### config.mk
export PLATFORM = sky130hd
export DESIGN_NAME = pdu_run_ctrl
export DESIGN_NICKNAME = d
export VERILOG_FILES = /design/src/rtl/pdu_pkg.sv /design/src/rtl/pdu_run_ctrl_bp_match.sv /design/src/rtl/pdu_run_ctrl.sv
export SDC_FILE = /design/constraint.sdc
export NUM_CORES = 1
export LEC_CHECK = 0
export ABC_AREA = 1
export ABC_CLOCK_PERIOD_IN_PS = 4000
export CORE_AREA = 2 2 175 91
export CTS_CLUSTER_DIAMETER = 150
export DETAILED_ROUTE_END_ITERATION = 10
export DIE_AREA = 0 0 177 93
export DONT_BUFFER_PORTS = 1
export PLACE_DENSITY = 0.81
export SYNTH_ARGS = -nofsm -noshare
export SYNTH_HDL_FRONTEND = slang
export SYNTH_SLANG_ARGS = --single-unit
### constraint.sdc
create_clock -name clk -period 4 [get_ports clk]
set_clock_uncertainty 0.2 [all_clocks]
set_input_delay 0.2 -clock clk [delete_from_list [all_inputs] [get_ports clk]]
set_output_delay 0.2 -clock clk [all_outputs]
set_load 0.005 [all_outputs]
### src/rtl/pdu_pkg.sv
// pdu_pkg: shared state, halt-reason codes and index-width helper for the run/stop controller
package pdu_pkg;
    typedef enum logic [1:0] {HALTED, RUN, STEP} state_t;

    localparam logic [1:0] REASON_RESET = 2'd0;
    localparam logic [1:0] REASON_USER  = 2'd1;
    localparam logic [1:0] REASON_BP    = 2'd2;
    localparam logic [1:0] REASON_STEP  = 2'd3;

    function automatic int idx_w(input int n);
        return (n > 1) ? $clog2(n) : 1;
    endfunction
endpackage

### src/rtl/pdu_run_ctrl_bp_match.sv
// bp_match: breakpoint slot registers with a lowest-index-first comparator array
module bp_match
    import pdu_pkg::*;
#(
    parameter int NUM_BP = 4,
    parameter int PC_W   = 32,
    parameter int IDX_W  = idx_w(NUM_BP)
) (
    input  logic             clk,
    input  logic             rst,
    input  logic             we,
    input  logic [IDX_W-1:0] idx,
    input  logic [PC_W-1:0]  addr,
    input  logic             en,
    input  logic [PC_W-1:0]  pc,
    output logic             match_any,
    output logic [IDX_W-1:0] match_idx
);
    logic [PC_W-1:0]   addr_q [NUM_BP];
    logic [NUM_BP-1:0] en_q;
    logic [NUM_BP-1:0] hit;

    always_ff @(posedge clk) begin
        if (rst) begin
            en_q <= '0;
            for (int i = 0; i < NUM_BP; i++) addr_q[i] <= '0;
        end else if (we && int'(idx) < NUM_BP) begin
            addr_q[idx] <= addr;
            en_q[idx]   <= en;
        end
    end

    for (genvar g = 0; g < NUM_BP; g++) begin : g_cmp
        assign hit[g] = en_q[g] && (addr_q[g] == pc);
    end

    // Scan high to low so the lowest matching slot is the one that sticks
    always_comb begin
        match_any = 1'b0;
        match_idx = '0;
        for (int i = NUM_BP - 1; i >= 0; i--) begin
            if (hit[i]) begin
                match_any = 1'b1;
                match_idx = IDX_W'(i);
            end
        end
    end
endmodule

### src/rtl/pdu_run_ctrl.sv
// pdu_run_ctrl: PDU run/step/halt controller with breakpoints and retired-instruction count
module pdu_run_ctrl
    import pdu_pkg::*;
#(
    parameter int NUM_BP = 4,
    parameter int PC_W   = 32,
    parameter int STEP_W = 16,
    parameter int CNT_W  = 32,
    localparam int IDX_W = idx_w(NUM_BP)
) (
    input  logic              clk,
    input  logic              rst,
    input  logic              cmd_run,
    input  logic              cmd_step,
    input  logic [STEP_W-1:0] step_n,
    input  logic              cmd_halt,
    input  logic              bp_we,
    input  logic [IDX_W-1:0]  bp_idx,
    input  logic [PC_W-1:0]   bp_addr,
    input  logic              bp_en,
    input  logic              commit_valid,
    input  logic [PC_W-1:0]   commit_pc,
    output logic              cpu_run,
    output logic              cpu_stop,
    output logic [1:0]        halt_reason,
    output logic              hit_valid,
    output logic [IDX_W-1:0]  hit_idx,
    output logic [CNT_W-1:0]  retired_cnt
);
    state_t             state, state_d;
    logic [STEP_W-1:0]  steps, steps_d;
    logic [1:0]         reason_d;
    logic               hv_d;
    logic [IDX_W-1:0]   hidx_d;
    logic               match_any;
    logic [IDX_W-1:0]   match_idx;
    logic               ret;
    logic               bp_hit;

    assign ret    = commit_valid & cpu_run;
    assign bp_hit = ret & match_any;

    bp_match #(.NUM_BP(NUM_BP), .PC_W(PC_W), .IDX_W(IDX_W)) u_bp (
        .clk       (clk),
        .rst       (rst),
        .we        (bp_we),
        .idx       (bp_idx),
        .addr      (bp_addr),
        .en        (bp_en),
        .pc        (commit_pc),
        .match_any (match_any),
        .match_idx (match_idx)
    );

    always_comb begin
        state_d  = state;
        steps_d  = steps;
        reason_d = halt_reason;
        hv_d     = hit_valid;
        hidx_d   = hit_idx;
        case (state)
            HALTED: begin
                if (cmd_step) begin
                    state_d = STEP;
                    steps_d = (step_n == '0) ? STEP_W'(1) : step_n;
                    hv_d    = 1'b0;
                end else if (cmd_run) begin
                    state_d = RUN;
                    hv_d    = 1'b0;
                end
            end
            default: begin
                if (state == STEP && ret) steps_d = steps - STEP_W'(1);
                if (cmd_halt) begin
                    state_d  = HALTED;
                    reason_d = REASON_USER;
                end else if (bp_hit) begin
                    state_d  = HALTED;
                    reason_d = REASON_BP;
                    hv_d     = 1'b1;
                    hidx_d   = match_idx;
                end else if (state == STEP && ret && steps == STEP_W'(1)) begin
                    state_d  = HALTED;
                    reason_d = REASON_STEP;
                end
            end
        endcase
    end

    always_ff @(posedge clk) begin
        if (rst) begin
            state       <= HALTED;
            steps       <= '0;
            cpu_run     <= 1'b0;
            cpu_stop    <= 1'b1;
            halt_reason <= REASON_RESET;
            hit_valid   <= 1'b0;
            hit_idx     <= '0;
            retired_cnt <= '0;
        end else begin
            state       <= state_d;
            steps       <= steps_d;
            cpu_run     <= state_d != HALTED;
            cpu_stop    <= state_d == HALTED;
            halt_reason <= reason_d;
            hit_valid   <= hv_d;
            hit_idx     <= hidx_d;
            retired_cnt <= retired_cnt + CNT_W'(ret);
        end
    end
endmodule

==> results.toml <==
[logic_synthesis]
synth_fp_nets = 1294
yosysMostFrequentCell = "nand2_1"
ys_warn_count = 0
synth_area_per_cell_um2 = 7.97
netlist_instances = 1200
synthFlopType = "edfxtp_1"
yosysUniqueCellTypes = 45
synth_top_cell_by_area = "edfxtp_1"
synthTopCellsByArea = "edfxtp_1, dfxtp_1, nand2_1"
synth_seq_cells = 189
synth_top_area_frac = 0.402
synthArstFlopShare = 0
synth_edf_count = 128
ys_top_cells_by_count = "nand2_1, nor2_1, inv_1"
syn_area_um2 = 9570
yosysSeqAreaShare = 0.529

[routing]
drtIter0Drc = 1158
antenna_left = 0
wl_per_cell_um = 18.4
wl_um = 27300
wl_met2_um = 10500
met1Wirelength_um = 11900
drt_first_pass_iters = 5
num_vias = 8309
route.met3.wl_um = 4770
routed.top_layer = "met4"
drt-vias-per-instance = 5.59
post-route-drc-count = 0

[timing]
max_freq_ghz = 0.292
whs_ns = 0.134
final_max_slew_viol_count = 0
tightest_slew_ns = 1.07
rsz0062_at_grt = "no"
min_period_ns = 3.42
timing.setup.tns_ns = 0
setup_viol = 0
hold_viol = 0
timing.final.crit_share = 0.855
relSlewSlack = 0.285

[setup_path]
crit_path_end_kind = "flop"
r2r_cells = 15
cp_data_arrival_time_ns = 3.59
crit_path_max_fanout = 3
cp_top_family = "simple AND/OR/NAND/NOR gates"
start_kind = "flop"
crit_cells = 15
max_stage_delay_ns = 0.58
path_cells = "nand2_1 > o21ai_0 > nor2_1 > nand2_1 > nor2_1 > nand3_1 > nor2_1 > nor2_1 > nand2_1 > nand2_1 > nand4_1 > nand2_1 > dlygate4sd3_1 > o21bai_1 > dlygate4sd3_1"
crit_buf_inv = 2
r2r_start = "u_bp.addr_q[0][5]"
critPathLaunch = "u_bp.addr_q[0][5]"
worstSetupPathType = "flop to flop"
required_ns = 4.17
crit_path_top_delay_cell = "dlygate4sd3_1"
crit_path_frequent_cell = "nand2_1"

[place]
hpwl_um = 19000
globalplace.congestion = 0.990
port_buffers = 0
dp.cells = 1387
place_area_um2 = 9790

[die]
die-area_um2 = 16500
core_um2 = 15000
fp-row-count = 32
initial_core_util = 0.637
die_x_um = 177
ios = 129
die_h_um = 93

[clock_network]
cts_tree = "yes"
clkLatencyLatePin_ns = 0.44
cts.sinks = 189
cts_resized = 0
cts_buffers = 17
path_clk_slew_ns = 0.08
htree_levels = 4
clockBufferDepth = 2
root_buffer = "clkbuf_16"

[hold_path]
hold_depth = 3
min_from = "bp_idx[1]"
hp-class = "primary input to flop"

[pwr]
clkPwrFrac = 0.369
swShare = 0.278
p_int_mw = 3.30
ir_worst_vdd_uv = 309
leakagePower_nw = 4.81
p_sw_mw = 1.27
seq_power_share = 0.501
p_per_area_nw_per_um2 = 415
p_comb_frac = 0.130

[finish]
fin_area_um2 = 11000
fillers = 1149
antenna-diode-count = 0
drive_above_1_share = 0.0585
num-nets-final = 1363
fin_cells = 1486
area_growth_pct = 15.4

[global_routing]
grt_usage = 0.343
grt_pass1_vias = 7557
grt_pass1_wl_um = 41400
gr-total-overflow = 0
grt_max_degree = 37
grt_antenna_before_repair = 0

[run]
timing.max_cap.violations = 0

[run_status]
status = "finished clean"
-- through the flow --
stage / total power, mW / util / setup WS (ns)
6_report: 4.58 / 0.735 / 0.579
3_3_place_gp: 2.82 / 0.652 / 1.22
2_1_floorplan: 2.67 / - / 1.73
3_5_place_dp: 2.84 / 0.652 / 1.19
4_1_cts: 4.56 / 0.735 / 0.727
5_1_grt: 4.74 / 0.735 / 0.291
-- cell usage in the layout, fill, tap and decap left out, types with 7 or more instances in the layout --
cell	netlist	final
a21oi_1	37	37
buf_4	0	8
clkbuf_16	0	17
dfxtp_1	61	61
dlygate4sd3_1	0	66
edfxtp_1	128	128
inv_1	175	175
inv_2	8	8
inv_6	0	11
nand2_1	321	321
nand3_1	28	28
nor2_1	206	205
nor2_2	6	7
nor3_1	24	24
nor4_1	7	7
o21ai_0	73	73
xnor2_1	21	21
xor2_1	19	19
-- registers in the layout (all words and copies together), names as in the netlist --
| signal | cells |
|---|---|
| u_bp.addr_q | 128 |
| retired_cnt | 32 |
| steps | 16 |
| u_bp.en_q | 4 |
| halt_reason | 2 |
| hit_idx | 2 |
| state | 2 |
| cpu_run | 1 |
| cpu_stop | 1 |
| hit_valid | 1 |
-- worst min-delay path, stage by stage --
cell and delay (ns):
nand2_1 0.03, buf_4 0.27, nor2_1 0.15
-- per-layer routing --
metal	global-route usage	vias up
met5	0	-
met4	0.0537	0
met3	0.158	18
met2	0.456	559
met1	0.516	3760
li1	-	3972
-- timing repair --
action                     4_1_cts  5_1_grt
hold endpoints to repair       174        0
hold buffers                    67        0
setup endpoints to repair        0        0
buffers inserted                 0        0
-- path summary, 6_finish.rpt --
kind                         to  slack, ns
max reg2reg            cpu_stop       0.58
max                    cpu_stop       0.58
min          u_bp.addr_q[2][29]       0.13
min reg2reg        u_bp.en_q[3]       0.26
-- power groups by stage --
stage | logic, mW | clock network [mW] | registers, mW
finish | 0.595 | 1.69 | 2.29
global placement | 0.494 | 0 | 2.33
floorplan | 0.363 | 0 | 2.31
CTS | 0.571 | 1.70 | 2.29
detailed placement | 0.503 | 0 | 2.33
global route | 0.659 | 1.77 | 2.30
-- logic make-up after synthesis --
logic type      after synthesis  share of synthesized area
flops                       189                      0.529
buf+inv                     211                     0.0832
fa+ha+maj                     4                    0.00523
simple gates                619                      0.268
compound gates              137                     0.0776
xor+xnor                     40                     0.0366
-- cell type report --
| cell class | instances | area (um^2) | area share |
|---|---|---|---|
| sequential | 189 | 5060 | 0.459 |
| multi-input combinational | 800 | 3710 | 0.336 |
| timing repair buffer | 75 | 741 | 0.0671 |
| inverter | 186 | 699 | 0.0634 |
| clock buffer | 17 | 425 | 0.0385 |
| tap | 204 | 255 | 0.0231 |
| clock inverter | 15 | 145 | 0.0131 |
(Power assumes the default switching activity.)
